==> src/rtl/pipe_stall_ctrl_pkg.sv <==
// Shared encodings for the pipeline stall controller: stall codes, FSM states, bus width.
package pipe_stall_ctrl_pkg;
  localparam int REG_BUS = 64;

  typedef enum logic [1:0] {
    STALL_NEXT = 2'b00,
    STALL_KEEP = 2'b01,
    STALL_ZERO = 2'b10
  } stall_t;

  typedef enum logic [1:0] {
    ST_RUN        = 2'b00,
    ST_MEM_WAIT   = 2'b01,
    ST_REDIR_WAIT = 2'b10
  } ctrl_state_t;
endpackage

==> src/rtl/pipe_stall_ctrl_perf_cnt.sv <==
// Free-running stall cycle counter; wraps naturally at full width.
module stall_perf_cnt
  import pipe_stall_ctrl_pkg::*;
(
  input  logic               clk,
  input  logic               rst,
  input  logic               inc,
  output logic [REG_BUS-1:0] count
);
  always_ff @(posedge clk) begin
    if (rst)      count <= '0;
    else if (inc) count <= count + REG_BUS'(1);
  end
endmodule

==> src/rtl/pipe_stall_ctrl.sv <==
// Pipeline hazard/stall controller: per-stage stall codes, PC redirect and stall counter.
module pipe_stall_ctrl
  import pipe_stall_ctrl_pkg::*;
(
  input  logic               clk,
  input  logic               rst,
  input  logic               if_valid,
  input  logic               if_busy,
  input  logic               id_load_use,
  input  logic               mem_req,
  input  logic               mem_done,
  input  logic               br_taken,
  input  logic [REG_BUS-1:0] br_target,
  input  logic               trap_req,
  input  logic [REG_BUS-1:0] trap_vec,
  output logic [1:0]         pc_stall,
  output logic [1:0]         if_id_stall,
  output logic [1:0]         id_ex_stall,
  output logic [1:0]         ex_me_stall,
  output logic [1:0]         me_wb_stall,
  output logic               redirect_valid,
  output logic [REG_BUS-1:0] redirect_pc,
  output logic [REG_BUS-1:0] stall_cycles
);
  ctrl_state_t        state, state_nxt;
  logic [REG_BUS-1:0] tgt_q, tgt_d;
  logic               tgt_ld;

  always_ff @(posedge clk) begin
    if (rst) begin
      state <= ST_RUN;
      tgt_q <= '0;
    end else begin
      state <= state_nxt;
      if (tgt_ld) tgt_q <= tgt_d;
    end
  end

  always_comb begin
    pc_stall       = STALL_NEXT;
    if_id_stall    = STALL_NEXT;
    id_ex_stall    = STALL_NEXT;
    ex_me_stall    = STALL_NEXT;
    me_wb_stall    = STALL_NEXT;
    redirect_valid = 1'b0;
    redirect_pc    = '0;
    state_nxt      = state;
    tgt_ld         = 1'b0;
    tgt_d          = trap_req ? trap_vec : br_target;
    if (rst) begin
      pc_stall    = STALL_ZERO;
      if_id_stall = STALL_ZERO;
      id_ex_stall = STALL_ZERO;
      ex_me_stall = STALL_ZERO;
      me_wb_stall = STALL_ZERO;
      state_nxt   = ST_RUN;
    end else begin
      unique case (state)
        ST_RUN: begin
          if (trap_req || br_taken) begin
            if_id_stall = STALL_ZERO;
            id_ex_stall = STALL_ZERO;
            ex_me_stall = STALL_ZERO;
            // Fetch bus still busy: park the target until it can be issued
            if (if_busy) begin
              pc_stall  = STALL_KEEP;
              tgt_ld    = 1'b1;
              state_nxt = ST_REDIR_WAIT;
            end else begin
              redirect_valid = 1'b1;
              redirect_pc    = tgt_d;
            end
          end else if (mem_req && !mem_done) begin
            pc_stall    = STALL_KEEP;
            if_id_stall = STALL_KEEP;
            id_ex_stall = STALL_KEEP;
            ex_me_stall = STALL_KEEP;
            me_wb_stall = STALL_ZERO;
            state_nxt   = ST_MEM_WAIT;
          end else if (id_load_use) begin
            pc_stall    = STALL_KEEP;
            if_id_stall = STALL_KEEP;
            id_ex_stall = STALL_ZERO;
          end else if (!if_valid) begin
            pc_stall    = STALL_KEEP;
            if_id_stall = STALL_ZERO;
          end
        end
        ST_MEM_WAIT: begin
          if (mem_done) begin
            state_nxt = ST_RUN;
          end else begin
            pc_stall    = STALL_KEEP;
            if_id_stall = STALL_KEEP;
            id_ex_stall = STALL_KEEP;
            ex_me_stall = STALL_KEEP;
            me_wb_stall = STALL_ZERO;
          end
        end
        ST_REDIR_WAIT: begin
          if_id_stall = STALL_ZERO;
          id_ex_stall = STALL_ZERO;
          ex_me_stall = STALL_ZERO;
          if (if_busy) begin
            pc_stall = STALL_KEEP;
          end else begin
            redirect_valid = 1'b1;
            redirect_pc    = tgt_q;
            state_nxt      = ST_RUN;
          end
        end
        default: state_nxt = ST_RUN;
      endcase
    end
  end

  stall_perf_cnt u_perf_cnt (
    .clk   (clk),
    .rst   (rst),
    .inc   (pc_stall != STALL_NEXT),
    .count (stall_cycles)
  );
endmodule

==> config.mk <==
export PLATFORM = sky130hd
export DESIGN_NAME = pipe_stall_ctrl
export DESIGN_NICKNAME = d
export VERILOG_FILES = /design/src/rtl/pipe_stall_ctrl_pkg.sv /design/src/rtl/pipe_stall_ctrl_perf_cnt.sv /design/src/rtl/pipe_stall_ctrl.sv
export SDC_FILE = /design/constraint.sdc
export NUM_CORES = 1
export LEC_CHECK = 0
export BUFFER_PORTS_ARGS = -buffer_cell sky130_fd_sc_hd__buf_2
export CAP_MARGIN = 20
export CORE_MARGIN = 2
export CORE_UTILIZATION = 45
export CTS_CLUSTER_SIZE = 12
export DETAILED_ROUTE_END_ITERATION = 16
export MAX_ROUTING_LAYER = met4
export PLACE_DENSITY = 0.77
export SETUP_SLACK_MARGIN = 0.1
export SLEW_MARGIN = 15
export SYNTH_ARGS = -nofsm -noshare
export SYNTH_HDL_FRONTEND = slang
export SYNTH_SLANG_ARGS = --single-unit
==> constraint.sdc <==
create_clock -name clk -period 2.3 [get_ports clk]
set_input_delay 0.46 -clock clk [delete_from_list [all_inputs] [get_ports clk]]
set_output_delay 0.46 -clock clk [all_outputs]
set_load 0.005 [all_outputs]
* After elaboration in Yosys (flattened, before gate mapping)
Index checks and enable logic that the tools add are counted.
** Storage, ports and cells
- Register bits after elaboration :: 130
- Bits of input ports :: 137
- Output and inout bits :: 139
- Word-level logic and storage cells :: 64
** Cells by class
- $add $sub $neg :: 1
- Eq/ne operators :: 6
- Multiplexer cells :: 48
- Reduce and logical (&&, ||, !) cells :: 6
** Operators by type and width (count)
- 64-bit two-way mux :: 5
- 64-bit case mux with 2 select lines :: 1
- 64-bit by 1-bit adder with 64-bit output (second input constant) :: 1
- 2-bit two-way mux :: 22
- 2-bit case mux with 3 select lines :: 5
- 1-bit two-way mux :: 13
- 3-bit != test (second input constant) :: 2
- 2-bit != test (second input constant) :: 2
- 2-bit case mux with 2 select lines :: 1
- 4-bit AND reduction :: 1
- 2-bit by 1-bit == test with 1-bit output (second input constant) :: 1
- 2-bit == test (second input constant) :: 1
- 2-bit logical NOT :: 1
- 1-bit case mux with 2 select lines :: 1
- 2-bit nonzero test :: 1
- 1-bit logical AND :: 1
- 1-bit logical NOT :: 1
- 1-bit logical OR :: 1

* Depth between registers and ports, before layout
- Word-level depth :: 7
- Depth in mapped cells :: 8
- Depth with buffers taken out :: 6

* By module
From an unflattened synthesis, not the netlist that was laid out.
** Unflattened totals
- Cells, all modules :: 920
- Area, all modules :: 7513.5 um^2
** Modules (own cells, without submodules)
- pipe_stall_ctrl :: instances 1, cells an instance 545, area an instance 4420.5 um^2, sequential area each 1321.3 um^2
- stall_perf_cnt :: instances 1, cells an instance 375, area an instance 3093.0 um^2, sequential area each 1281.2 um^2

* Worst setup path after synthesis
OpenSTA, ideal clock, no wires.
- Path type :: input port to output port
- Start point :: in trap_req
- End point :: out redirect_pc[52]
- Arrival :: 1.863 ns
- Data required time :: 1.840 ns
- Setup slack :: -0.023 ns
- Cell stages on the path :: 6
- Buffers on the path :: 3
- Path through :: clkbuf_1 -> clkbuf_1 -> buf_1 -> mux2_2 -> a22oi_1 -> nor2_1
** Between the ends
- Word-level cells in the longest chain between the ends :: 5
- Elaborated cells between the ends (all ways) :: 6
- Those cells by class :: 5 x mux; 1 x reduce/logical
** Ends and longest elaborated chain
- start: declaration :: line pipe_stall_ctrl.sv:14 : input logic trap_req,
- 64-bit two-way mux :: line pipe_stall_ctrl.sv:49 : tgt_d = trap_req ? trap_vec : br_target;
- 64-bit two-way mux :: line pipe_stall_ctrl.sv:65 : if (if_busy) begin
- 64-bit two-way mux (*) :: line pipe_stall_ctrl.sv:60 : if (trap_req || br_taken) begin
- 64-bit case mux with 2 select lines (*) :: line pipe_stall_ctrl.sv:58 : unique case (state)
- 64-bit two-way mux (*) :: line pipe_stall_ctrl.sv:50 : if (rst) begin
- end: declaration :: line pipe_stall_ctrl.sv:22 : output logic [REG_BUS-1:0] redirect_pc,
Every way passes the cells marked *; elsewhere a longest branch is shown, timed or not.

* Worst setup path after layout
- Start point :: reg state[0]
- End point :: out if_id_stall[0]
** Between the ends
- Word-level cells in the longest chain between the ends :: 3
- Elaborated cells between the ends (all ways) :: 5
- Those cells by class :: 2 x eq/ne; 2 x mux; 1 x reduce/logical
** Ends and longest elaborated chain
- start: declaration :: line pipe_stall_ctrl.sv:25 : ctrl_state_t state, state_nxt;
- start signal: assignment :: line pipe_stall_ctrl.sv:34 : state <= state_nxt;
- 2-bit == test, or another cell as far along :: line pipe_stall_ctrl.sv:58
- 2-bit case mux with 3 select lines (*) :: line pipe_stall_ctrl.sv:58
- 2-bit two-way mux (*) :: line pipe_stall_ctrl.sv:50
- end: declaration :: line pipe_stall_ctrl.sv:17 : output logic [1:0] if_id_stall,
Marked as above.

==> results.sh <==
export IMPL_clock_fmax_mhz=420
export IMPL_synth_common_cells="162 x nor2_1, 130 x dfxtp_1, 67 x mux2_2, 64 x a22oi_1, 64 x mux2i_1"
export IMPL_final_nets=1312
export IMPL_power_density_nw_per_um2=596
export IMPL_worstPathCellList="buf_6 -> buf_6 -> or4_4 -> a211oi_2 -> buf_2"
export IMPL_gp_congestion=0.836
export IMPL_worst_setup_path_start_kind="flip-flop"
export IMPL_hold_violations=0
export IMPL_num_vias=8147
export IMPL_worstPathRequired_ns=1.84
export IMPL_die_area_sq_um=17500
export IMPL_hpwlAfterDp_um=16600
export IMPL_setup_violations=48
export IMPL_period_needed_ns=2.38
export IMPL_wl_per_cell_um=18.0
export IMPL_slowest_stage="or4_4"
export IMPL_gr_total_overflow=0
export IMPL_layout_drive_gt1_share_pct=44.5
export IMPL_synth_enable_flop_cells=0
export IMPL_async_flop_share_pct=0
export IMPL_ys_seq_elements=130
export IMPL_rows=46
export IMPL_cts_tree="built"
export IMPL_grt_max_degree=133
export IMPL_synth_most_common_cell="nor2_1"
export IMPL_tightest_slew_ns=0.738
export IMPL_layout_setup_ws_ns=-0.0787
export IMPL_avgSynthCellArea_sq_um=8.51
export IMPL_dieHeight_um=132
export IMPL_grt_pass1_vias=7623
export IMPL_syn2layout_area_growth_pct=43.5
export IMPL_ir_drop_mv=0.487
export IMPL_cts_buffers=17
export IMPL_root_buffer="clkbuf_16"
export IMPL_finalCritPeriodShare_pct=103
export IMPL_fin_skew_ns=0.0102
export IMPL_yosys_warnings=0
export IMPL_synth_seq_area_share_pct=35.1
export IMPL_grt_first_pass_wirelength_um=38300
export IMPL_synth_cells=872
export IMPL_ctsHoldBuffers=0
export IMPL_drv_slew=0
export IMPL_clkSinkCount=130
export IMPL_cpMostUsedCell="buf_6"
export IMPL_firstDrtPassIters=5
export IMPL_violations="setup timing"
export IMPL_grt_usage_pct=27.6
export IMPL_syn_nets=1010
export IMPL_rsz0062_at_grt="yes"
export IMPL_cp_max_fo=4
export IMPL_maxCapViolations=0
export IMPL_vias_per_cell=5.79
export IMPL_start_util_pct=46.4
export IMPL_status="finished, violations left"
export IMPL_end_kind="output port"
export IMPL_clk_latency_ns=0.42
export IMPL_cpPeakStageDelay_ns=0.50
export IMPL_place_area_sq_um=9360
export IMPL_worstPathArrival_ns=1.92
export IMPL_syn_area_sq_um=7420
export IMPL_synth_top_area_share_pct=35.1
export IMPL_path_clk_slew_ns=0.06
export IMPL_antenna_found_initial=3
export IMPL_io_buffers=274
export IMPL_ios=276
export IMPL_clock_path_buffers=2
export IMPL_htreeDepth=4
export IMPL_setup_tns_final_ns=-1.35
export IMPL_crit_type="reg2out"
export IMPL_synth_area_top_cells="dfxtp_1 35%, mux2_2 10%, mux2i_1 8.6%, nor2_1 8.2%, a22oi_1 6.5%"
export IMPL_die_w_um=132
export IMPL_power_leakage_uw=0.00449
export IMPL_hold_class="in2reg"
export IMPL_relSlewSlack_pct=50.8
export IMPL_fp_coreArea_sq_um=16000
export IMPL_synthFlopType="dfxtp_1"
export IMPL_yosysUniqueCellTypes=56
export IMPL_first_iter_violations=540
export IMPL_wl_um=25300
export IMPL_drc=0
export IMPL_synth_top_area_cell="dfxtp_1"
export IMPL_stdcell_area_sq_um=10700
export IMPL_ant_nets=0
[sequential cells by signal, indices dropped and copies added, names as in the netlist]
signal,flops
u_perf_cnt.count,64
state,2
tgt_q,64
[through the flow]
| step | std cells | hold WS [ns] | utilization [%] | setup WS (ns) | power, uW |
|---|---|---|---|---|---|
| finish | 1406 | 0.301 | 66.6 | -0.0787 | 6350 |
| CTS | 1389 | 0.260 | 64.3 | -0.0727 | 6300 |
| detailed placement | 1347 | 0.482 | 58.5 | 0.0241 | 3270 |
| global route | 1406 | 0.310 | 66.6 | -0.151 | 6580 |
| global placement | 1347 | 0.473 | 58.5 | 0.0720 | 3260 |
| floorplan | 872 | 0.461 | - | 0.123 | 2930 |
[cells in the final DEF, fill, tap and decap left out, types with 7 or more instances in the layout]
master,synthesis,layout
nand4_1,22,22
nand3_1,25,24
buf_12,0,14
or3_1,19,19
a21oi_1,50,48
buf_6,1,7
nor2_1,162,154
o31ai_1,24,24
mux2_2,67,67
buf_4,4,53
clkbuf_16,0,19
a22oi_1,64,31
inv_1,8,8
or4_1,24,22
o21ai_0,20,18
nor2_2,0,7
a22oi_2,0,33
dfxtp_1,130,126
xnor2_1,13,13
buf_2,13,272
nand2_1,29,28
mux2i_1,64,64
[area by class of cell]
type	count	area, sq um
Fill cell	1291	5350
Antenna cell	3	7.51
Clock buffer	21	470
Multi-Input combinational cell	664	4810
Tap cell	216	270
Inverter	8	30.0
Timing Repair Buffer	353	2280
Clock inverter	11	175
Sequential cell	130	2610
[repair_timing]
action                     CTS  global route
resized for setup           29            60
gates cloned                 3             4
setup endpoints to repair   69           108
setup buffers                7            10
pin swaps                   20            59
[power breakdown]
group          leakage [uW]  internal [uW]  total [uW]  switching (uW)
logic               0.00313            498         996             497
registers           0.00106           2330        2390            54.3
clock network      0.000310           1910        2970            1060
total               0.00449           4740        6350            1610
[cell families (layout without fill, tap and decap cells)]
family | after synthesis | in the layout | synth area share (%)
other cells | 1 | 4 | 0.0505
fa+ha+maj | 1 | 1 | 0.168
buf+inv | 79 | 393 | 4.52
simple gates | 329 | 330 | 22.8
flops | 130 | 130 | 35.1
compound gates | 186 | 186 | 16.9
xor+xnor | 15 | 15 | 1.77
mux | 131 | 131 | 18.8
[worst max-delay path, delay by kind of cell, from the launching register on]
| kind | cells | cell delay (ns) |
|---|---|---|
| and+or+nand+nor | 1 | 0.50 |
| AOI/OAI and AO/OA | 1 | 0.25 |
| DFF | 1 | 0.35 |
| buffers and inverters | 3 | 0.40 |
[per-layer routing]
layer / vias to the layer above / GRT usage [%] / wire length [um]
li1: 3840 / - / -
met1: 3897 / 32.7 / 10300
met2: 369 / 45.5 / 12500
met3: 41 / 6.59 / 1800
met4: 0 / 10.1 / 692
met5: - / - / 0
[final timing paths]
kind	start	end	slack [ns]	cells after the start
setup / recovery	state[0]$_SDFFE_PP0P_	if_id_stall[0]	-0.08	5
hold / removal	rst	state[0]$_SDFFE_PP0P_	0.30	2
setup reg to reg	state[0]$_SDFFE_PP0P_	u_perf_cnt.count[42]$_SDFFE_PP0P_	0.11	8
hold reg to reg	u_perf_cnt.count[57]$_SDFFE_PP0P_	u_perf_cnt.count[57]$_SDFFE_PP0P_	0.49	2
Note: power is estimated with default switching activity, not from simulation.
